===== src/rtl/dadda_mac_accum.sv =====
// dadda_mac_accum: sums a programmed count of Dadda multiplier products behind valid/ready handshakes.
// Define DADDA_MAC_SATURATE_EN to clamp at the accumulator maximum instead of wrapping.
module dadda_mac_accum #(
   parameter int PROD_WIDTH = 16,
   parameter int ACC_WIDTH  = 24,
   parameter int LEN_WIDTH  = 8
) (
   input  logic                  clk,
   input  logic                  rst_n,
   input  logic                  start,
   input  logic [LEN_WIDTH-1:0]  len,
   input  logic                  in_valid,
   output logic                  in_ready,
   input  logic [PROD_WIDTH-1:0] prod,
   output logic                  out_valid,
   input  logic                  out_ready,
   output logic [ACC_WIDTH-1:0]  acc_out,
   output logic                  sat,
   output logic                  busy
);
   typedef enum logic [1:0] {IDLE, ACCUM, DONE} state_t;
   state_t state, next_state;
   logic [LEN_WIDTH-1:0] rem;
   logic [ACC_WIDTH-1:0] acc_next;
   logic accept, take;
   assign accept = state == IDLE && start;
   assign take = in_valid && in_ready;

   always_ff @(posedge clk or negedge rst_n)
      if (!rst_n) state <= IDLE;
      else state <= next_state;

   always_comb begin
      next_state = state;
      case (state)
         IDLE:    if (start) next_state = len == '0 ? DONE : ACCUM;
         ACCUM:   if (take && rem == LEN_WIDTH'(1)) next_state = DONE;
         DONE:    if (out_ready) next_state = IDLE;
         default: next_state = IDLE;
      endcase
   end

   always_comb begin
      in_ready = state == ACCUM;
      out_valid = state == DONE;
      busy = state != IDLE;
   end

   always_ff @(posedge clk or negedge rst_n)
      if (!rst_n) begin
         acc_out <= '0;
         rem <= '0;
      end else if (accept) begin
         acc_out <= '0;
         rem <= len;
      end else if (take) begin
         acc_out <= acc_next;
         rem <= rem - LEN_WIDTH'(1);
      end

`ifdef DADDA_MAC_SATURATE_EN
   // The extra sum bit is the carry; once clamped, any further nonzero product carries again.
   logic [ACC_WIDTH:0] sum;
   assign sum = {1'b0, acc_out} + (ACC_WIDTH+1)'(prod);
   assign acc_next = sum[ACC_WIDTH] ? '1 : sum[ACC_WIDTH-1:0];
   always_ff @(posedge clk or negedge rst_n)
      if (!rst_n) sat <= 1'b0;
      else if (accept) sat <= 1'b0;
      else if (take && sum[ACC_WIDTH]) sat <= 1'b1;
`else
   assign acc_next = acc_out + ACC_WIDTH'(prod);
   assign sat = 1'b0;
`endif
endmodule

===== config.mk =====
export PLATFORM = sky130hd
export DESIGN_NAME = dadda_mac_accum
export DESIGN_NICKNAME = d
export VERILOG_FILES = /design/src/rtl/dadda_mac_accum.sv
export SDC_FILE = /design/constraint.sdc
export NUM_CORES = 1
export LEC_CHECK = 0
export CAP_MARGIN = 0
export CORE_MARGIN = 2
export CORE_UTILIZATION = 23
export CTS_BUF_LIST = sky130_fd_sc_hd__clkbuf_8
export CTS_CLUSTER_SIZE = 10
export DETAILED_ROUTE_END_ITERATION = 16
export PLACE_DENSITY = 0.55
export SLEW_MARGIN = 25
export SYNTH_ARGS = -nofsm -noshare
export SYNTH_HDL_FRONTEND = slang
export SYNTH_SLANG_ARGS = --single-unit

===== constraint.sdc =====
create_clock -name clk -period 2.5 [get_ports clk]
set_clock_uncertainty 0.1 [all_clocks]
set_input_delay 0.375 -clock clk [delete_from_list [all_inputs] [get_ports clk]]
set_output_delay 0.375 -clock clk [all_outputs]
set_load 0.05 [all_outputs]

==> results_dict.tcl <==
set metrics [dict create \
    cp_top_family "compound AO/OA/AOI/OAI gates" \
    critical_path_buf_inv_count 2 \
    fin_hold_ws_ns 0.388 \
    peakVddDrop_mv 0.645 \
    top_level_ports 57 \
    cts_root_buf "clkbuf_8" \
    hold_path_class "in -> async" \
    wl_per_cell_um 13.6 \
    cts.clk_slew.worst_paths_ns 0.08 \
    relSlewSlack_pct 65.7 \
    ff2ff_path_depth 9 \
    worstReg2RegEnd "acc_out[21]" \
    yosysTopAreaCellShare_pct 35.8 \
    antenna_found_initial 0 \
    via_per_inst 4.56 \
    syn_avg_cell_area_sq_um 8.64 \
    setup_viol 0 \
    grt_start_max_net_pins 35 \
    synth.distinct_cells 46 \
    drcViolationCount 0 \
    tightest_slew_ns 0.513 \
    cp_max_fo 2 \
    syn2layout_area_growth_pct 49.7 \
    cts_sinks 34 \
    grt_usage_pct 12.5 \
    leakage_nw 1.58 \
    antenna_left 0 \
    synthesis.area_sq_um 2380 \
    yosys_most_used_dff "dfrtp_1" \
    grt_pass1_vias 2313 \
    cp-end-kind "register" \
    wl_um 6800 \
    hold_buffers 0 \
    yosysSeqAreaShare_pct 35.8 \
    r2r_start "acc_out[0]" \
    port_buffers 55 \
    nets 412 \
    ys_warn_count 0 \
    ys_async_sr_fraction_pct 100 \
    start_util_pct 23.3 \
    fill_cells 1053 \
    period_minus_slack_ns 2.38 \
    r2r_slack_ns 0.14 \
    status "complete, no violations" \
    final_max_slew_viol_count 0 \
    synthTopCellsByArea "dfrtp_1 (36%), ha_1 (9.5%), nand2_1 (6.6%), o21ai_0 (6.1%), a21oi_1 (4.2%)" \
    num_antenna_cells 0 \
    dieArea_sq_um 11200 \
    clockBufferDepth 2 \
    drtIter0Drc 54 \
    rows 37 \
    clkLatencyLatePin_ns 0.29 \
    arrival_ns 2.45 \
    die_w_um 106 \
    hold_violations 0 \
    cts_tree "built" \
    synthCells 275 \
    setup_ws_ns 0.122 \
    p_per_area_nw_per_um2 1090 \
    place_hpwl_um 5140 \
    drt_first_pass_iters 4 \
    core_sq_um 10200 \
    worst-endpoint-required_ns 2.57 \
    grt_first_pass_wirelength_um 11200 \
    crit_chain "clkdlybuf4s50_1, ha_1, buf_4, o211ai_1, a21oi_4, nor2b_2, o21ai_2, a2111oi_4, xor2_1, o21ai_0" \
    critical_path_class "in -> reg" \
    period_share_pct 95.1 \
    yosys-top-cells-count "nand2_1 (42), dfrtp_1 (34), o21ai_0 (29)" \
    synth-seq-cells 34 \
    cts_max_level 2 \
    synth.most_common_cell "nand2_1" \
    cp-start-kind "primary input" \
    total_power_w 0.00386 \
    maxCapViolations 0 \
    grt-ovfl-total 0 \
    crit_path_max_incr_delay_ns 0.41 \
    drive_gt1_share_pct 17.8 \
    slowest_stage "clkdlybuf4s50_1" \
    cts_buffers 5 \
    syn_nets 323 \
    globalplace.congestion 0.810 \
    fmax_mhz 421 \
    place_ws_ns -0.481 \
    yosysTopAreaCell "dfrtp_1" \
    die_h_um 106 \
    vias 2284 \
    synth_edf_count 0 \
]
report_power, final:
group	switching [W]	internal, W	total [W]
Combinational	0.00141	0.00104	0.00245
Clock	0.000215	0.000279	0.000493
Sequential	0.000183	0.000738	0.000921
cell type report:
| type | instances | area (sq um) | share of cell area, % |
|---|---|---|---|
| Inverter | 11 | 41.3 | 1.16 |
| Timing Repair Buffer | 92 | 835 | 23.5 |
| Clock buffer | 8 | 110 | 3.09 |
| Sequential cell | 34 | 853 | 24.0 |
| Multi-Input combinational cell | 220 | 1550 | 43.5 |
| Tap cell | 136 | 170 | 4.78 |
cells by family after synthesis:
group	Yosys count	synth area share, %
compound gates	90	25.5
xor+xnor	16	5.89
fa+ha+maj	19	10.3
buf+inv	21	3.58
flops	34	35.8
mux	2	0.842
other cells	1	0.158
simple gates	92	17.9
how the worst max path moves through the flow:
stage               startpoint          end  slack (ns)  cells past startpoint
detailed placement     prod[0]  acc_out[18]       -0.48                     11
global route          prod[12]  acc_out[23]      -0.003                      9
floorplan           acc_out[0]  acc_out[18]        0.03                     10
finish                 prod[3]  acc_out[14]        0.12                     10
global placement       prod[0]  acc_out[18]       -0.43                     11
CTS                    prod[3]  acc_out[14]        0.01                     10
worst register-to-register path, cell delays in order, from the launching register on:
cell and delay (ns):
dfrtp_2 0.44, ha_4 0.16, buf_4 0.13, a211o_1 0.32
a211oi_2 0.27, a211oi_4 0.09, a41oi_2 0.29, a21oi_2 0.13
buf_4 0.14, a31o_1 0.19
timing repair:
item / CTS / global route
pin swaps: 3 / 10
setup endpoints to repair: 7 / 10
buffers inserted: 0 / 2
gates resized for setup: 7 / 13
flip-flops by register name, indices dropped and copies added, names as in the netlist:
register  cells
rem           8
state         2
acc_out      24
metal layers:
| layer | routed length, um | track usage [%] | vias to the layer above |
|---|---|---|---|
| met3 | 263 | 2.54 | 6 |
| met1 | 3330 | 17.3 | 1069 |
| met5 | 0 | 0 | - |
| met2 | 3120 | 19.9 | 43 |
| met4 | 85 | 3.38 | 0 |
| li1 | - | - | 1166 |
layout by cell type (no fill, tap or decap), types with 2 or more instances in the layout:
cell type,count
dlymetal6s2s_1,3
or4_1,2
o211a_1,2
nand2b_4,2
clkdlybuf4s50_1,51
a21o_1,7
a21oi_1,19
dfrtp_1,32
o311ai_0,3
clkbuf_8,8
nand3_1,3
o31ai_1,2
a31oi_1,4
ha_4,4
nand2b_1,3
ha_1,14
nor2b_1,5
a22o_1,3
inv_1,11
o21ai_1,3
mux2i_1,2
nand2_1,42
nor2_1,19
buf_4,37
and3_1,4
dfrtp_2,2
nand4_1,2
a221o_1,3
o21ai_0,26
xor2_1,9
a211oi_2,2
xnor2_1,7
o211ai_1,4
nor3_1,5
through the flow:
stage          utilization, %  setup TNS, ns  instances  instance area (sq um)
3_3_place_gp             32.7          -4.19        491                   3330
3_5_place_dp             32.7          -4.61        491                   3330
6_report                 34.9              0        501                   3560
5_1_grt                  34.9       -0.00314        501                   3560
4_1_cts                  34.1              0        499                   3470
2_1_floorplan               -              0        275                   2390
Note: power is estimated with default switching activity, not from simulation.
==> RTL change: new RTL, config.mk and constraints unchanged <==
Add a define of `DADDA_MAC_SATURATE_EN`.
--- a/src/rtl/dadda_mac_accum.sv
+++ b/src/rtl/dadda_mac_accum.sv
@@ -1,4 +1,6 @@
 // dadda_mac_accum: sums a programmed count of Dadda multiplier products behind valid/ready handshakes.
 // Define DADDA_MAC_SATURATE_EN to clamp at the accumulator maximum instead of wrapping.
+`define DADDA_MAC_SATURATE_EN
+
 module dadda_mac_accum #(
    parameter int PROD_WIDTH = 16,
Function: same outputs for any inputs over 10 cycles, from zero or initial values and one cycle with rst_n low; that may be too few to reach the edited logic, so the function may still have changed.
==> RTL change against the original RTL <==
  * Sequential cell count up 1
  * Area after synthesis up 3.3%
  * Maximum frequency down 1.4%
  * Hold slack better by 0.016 ns
  * Register-to-register slack worse by 0.02 ns
  * Wire length up 7.5%
  * Worst setup slack worse by 0.034 ns
  * Total power up 3.4%
  * Final area up 3.6%
  * Combinational power up 7%
  * Critical path type unchanged
  * Critical endpoint is now acc_out[18]
==> RTL change: results (changes against the original RTL) <==
| Metric | Value |
|---|---|
| Largest net degree at the start of global routing | 36 (+2.9%) |
| I/O Buffers | 56 (+1.8%) |
| Share of cells above drive strength 1 | 19.2% (+1.4 points) |
| Clock Tree Buf Depth | 2 (unchanged) |
| FFs w/ async S/R, synth | 100% (unchanged) |
| Vias per cell | 4.81 (+5.4%) |
| Wire length on met1 | 3520 um (+5.8%) |
| Top sig layer | met4 |
| Initial antenna violation count | 0 (unchanged) |
| Worst VDD drop | 0.359 mV (-44%) |
| WL met3 | 424 um (+61%) |
| Hold endpoint | rem[7] |
| Area contributors post-synth | dfrtp_1 36%, ha_1 9.2%, nand2_1 5.7% |
| Clk_lat worst skew | 0.29 ns (about the same) |
| Vias in the first global route | 2503 (+8.2%) |
| Diode count | 0 (unchanged) |
| Worst reg-to-reg setup slack | 0.12 ns (-0.02 ns) |
| WL final | 7310 um (+7.5%) |
| Clock root buffer master | clkbuf_8 |
| Hpwl dp | 5480 um (+6.6%) |
| Total GRT Usage | 13.2% (+0.66 points) |
| P_leak | 1.65 nW (+4.4%) |
| GP Congestion | 0.857 (+5.7%) |
| Status | complete, no violations |
| Slowest CP cell | clkdlybuf4s50_1 |
| Post-synth top cells | 37 x nand2_1, 35 x dfrtp_1, 26 x a21oi_1 |
| Filler cells | 1058 (+0.47%) |
| DP Cell Count | 502 (+2.2%) |
| Post-route minimum period | 2.41 ns (+0.0336 ns) |
| TritonCTS Buffers | 5 (unchanged) |
| Top FF cell, synth | dfrtp_1 |
| Max stage delay on crit path | 0.48 ns (+0.07 ns) |
| Yosys warns | 0 (unchanged) |
| H-tree depth | 2 (unchanged) |
| Biggest regs | acc_out x24, rem x8, state x2 |
| First-pass GRT wire length | 12200 um (+8.5%) |
| First drt pass iteration count | 4 (unchanged) |
| Nets | 422 (+2.4%) |
| Hold WC Path Type | flip-flop to flip-flop |
| Critical R2R Launch | acc_out[7] |
| DR WL/cell | 14.3 um (+5.4%) |
| Clock transition at the registers of the reported paths | 0.09 ns |
| Met2 WL | 3290 um (+5.3%) |
| Unique masters post-synth | 47 (+2.2%) |
| Register area share after synthesis | 35.7% (-0.13 points) |
| Avg Inst Size Synth | 8.87 um2 (+2.6%) |
| Hold Startpoint | rem[7] |
| Syn Nets | 325 (+0.62%) |
| Worst R2R Path Depth | 8 (-1) |
| Slew margin rel. | 65.3% (-0.38 points) |
| Worst Path Arrival | 2.50 ns (+0.05 ns) |
| Hold depth | 2 |
| CP max FO | 3 (+1) |
| Reg2Reg Capture Point | acc_out[21] |
| DRT iter0 DRCs | 119 (+120%) |
[RTL change: layout make-up]
type                       count  area share, %
multi-input combinational    219           43.1
timing repair buffer          99           24.6
clock buffer                   5           1.87
sequential                    35           23.9
tap                          136           4.61
inverter                      14           1.43
clock inverter                 3          0.543
[RTL change: worst max path at each step]
stage	endpoint	cells past startpoint	from	slack (ns)
detailed placement	acc_out[18]	11	prod[0]	-0.37
global placement	acc_out[18]	11	prod[0]	-0.33
finish	acc_out[18]	10	prod[0]	0.09
CTS	acc_out[19]	9	prod[8]	0.02
floorplan	acc_out[21]	8	acc_out[8]	-0.02
global route	acc_out[18]	10	prod[0]	-0.03
[RTL change: cell families after synthesis]
family	Yosys count	share of synthesized area (%)
AND/OR/NAND/NOR	93	18.4
buffers and inverters	23	3.62
flip-flops	35	35.7
AO/OA/AOI/OAI	94	27.7
XOR/XNOR	13	4.64
adder cells (fa/ha/maj)	19	9.98
[RTL change: power breakdown]
part | internal (mW) | switching [mW] | total [mW]
combinational | 1.13 | 1.50 | 2.63
clock | 0.194 | 0.235 | 0.429
sequential | 0.753 | 0.180 | 0.933
total | 2.08 | 1.92 | 4.00
[RTL change: per-stage QoR]
step / setup TNS, ns / cell area [um2] / hold WS [ns] / utilization [%] / setup slack, ns
5_1_grt: -0.0323 / 3690 / 0.445 / 35.7 / -0.0267
4_1_cts: 0 / 3610 / 0.410 / 35.0 / 0.0245
3_3_place_gp: -5.76 / 3510 / 0.377 / 34.0 / -0.327
2_1_floorplan: -0.0166 / 2490 / -0.0206 / - / -0.0166
6_report: 0 / 3690 / 0.404 / 35.7 / 0.0888
3_5_place_dp: -7.21 / 3510 / 0.389 / 34.0 / -0.366
[RTL change: layer usage]
layer	vias to the layer above	GRT usage [%]
met5	-	0
met4	0	2.84
met3	9	3.57
met2	61	20.4
met1	1161	18.4
li1	1225	-
[RTL change: repair_timing]
| item | 4_1_cts | 5_1_grt |
|---|---|---|
| buffers inserted | 0 | 1 |
| pin swaps | 0 | 7 |
| gates resized for setup | 2 | 13 |
| setup endpoints to repair | 5 | 9 |
[RTL change: worst max-delay path, delay by kind of cell]
kind | cells | cell delay, ns
buffers and inverters | 1 | 0.48
adders and majority gates | 2 | 0.39
AOI/OAI and AO/OA | 4 | 0.97
and+or+nand+nor | 3 | 0.28
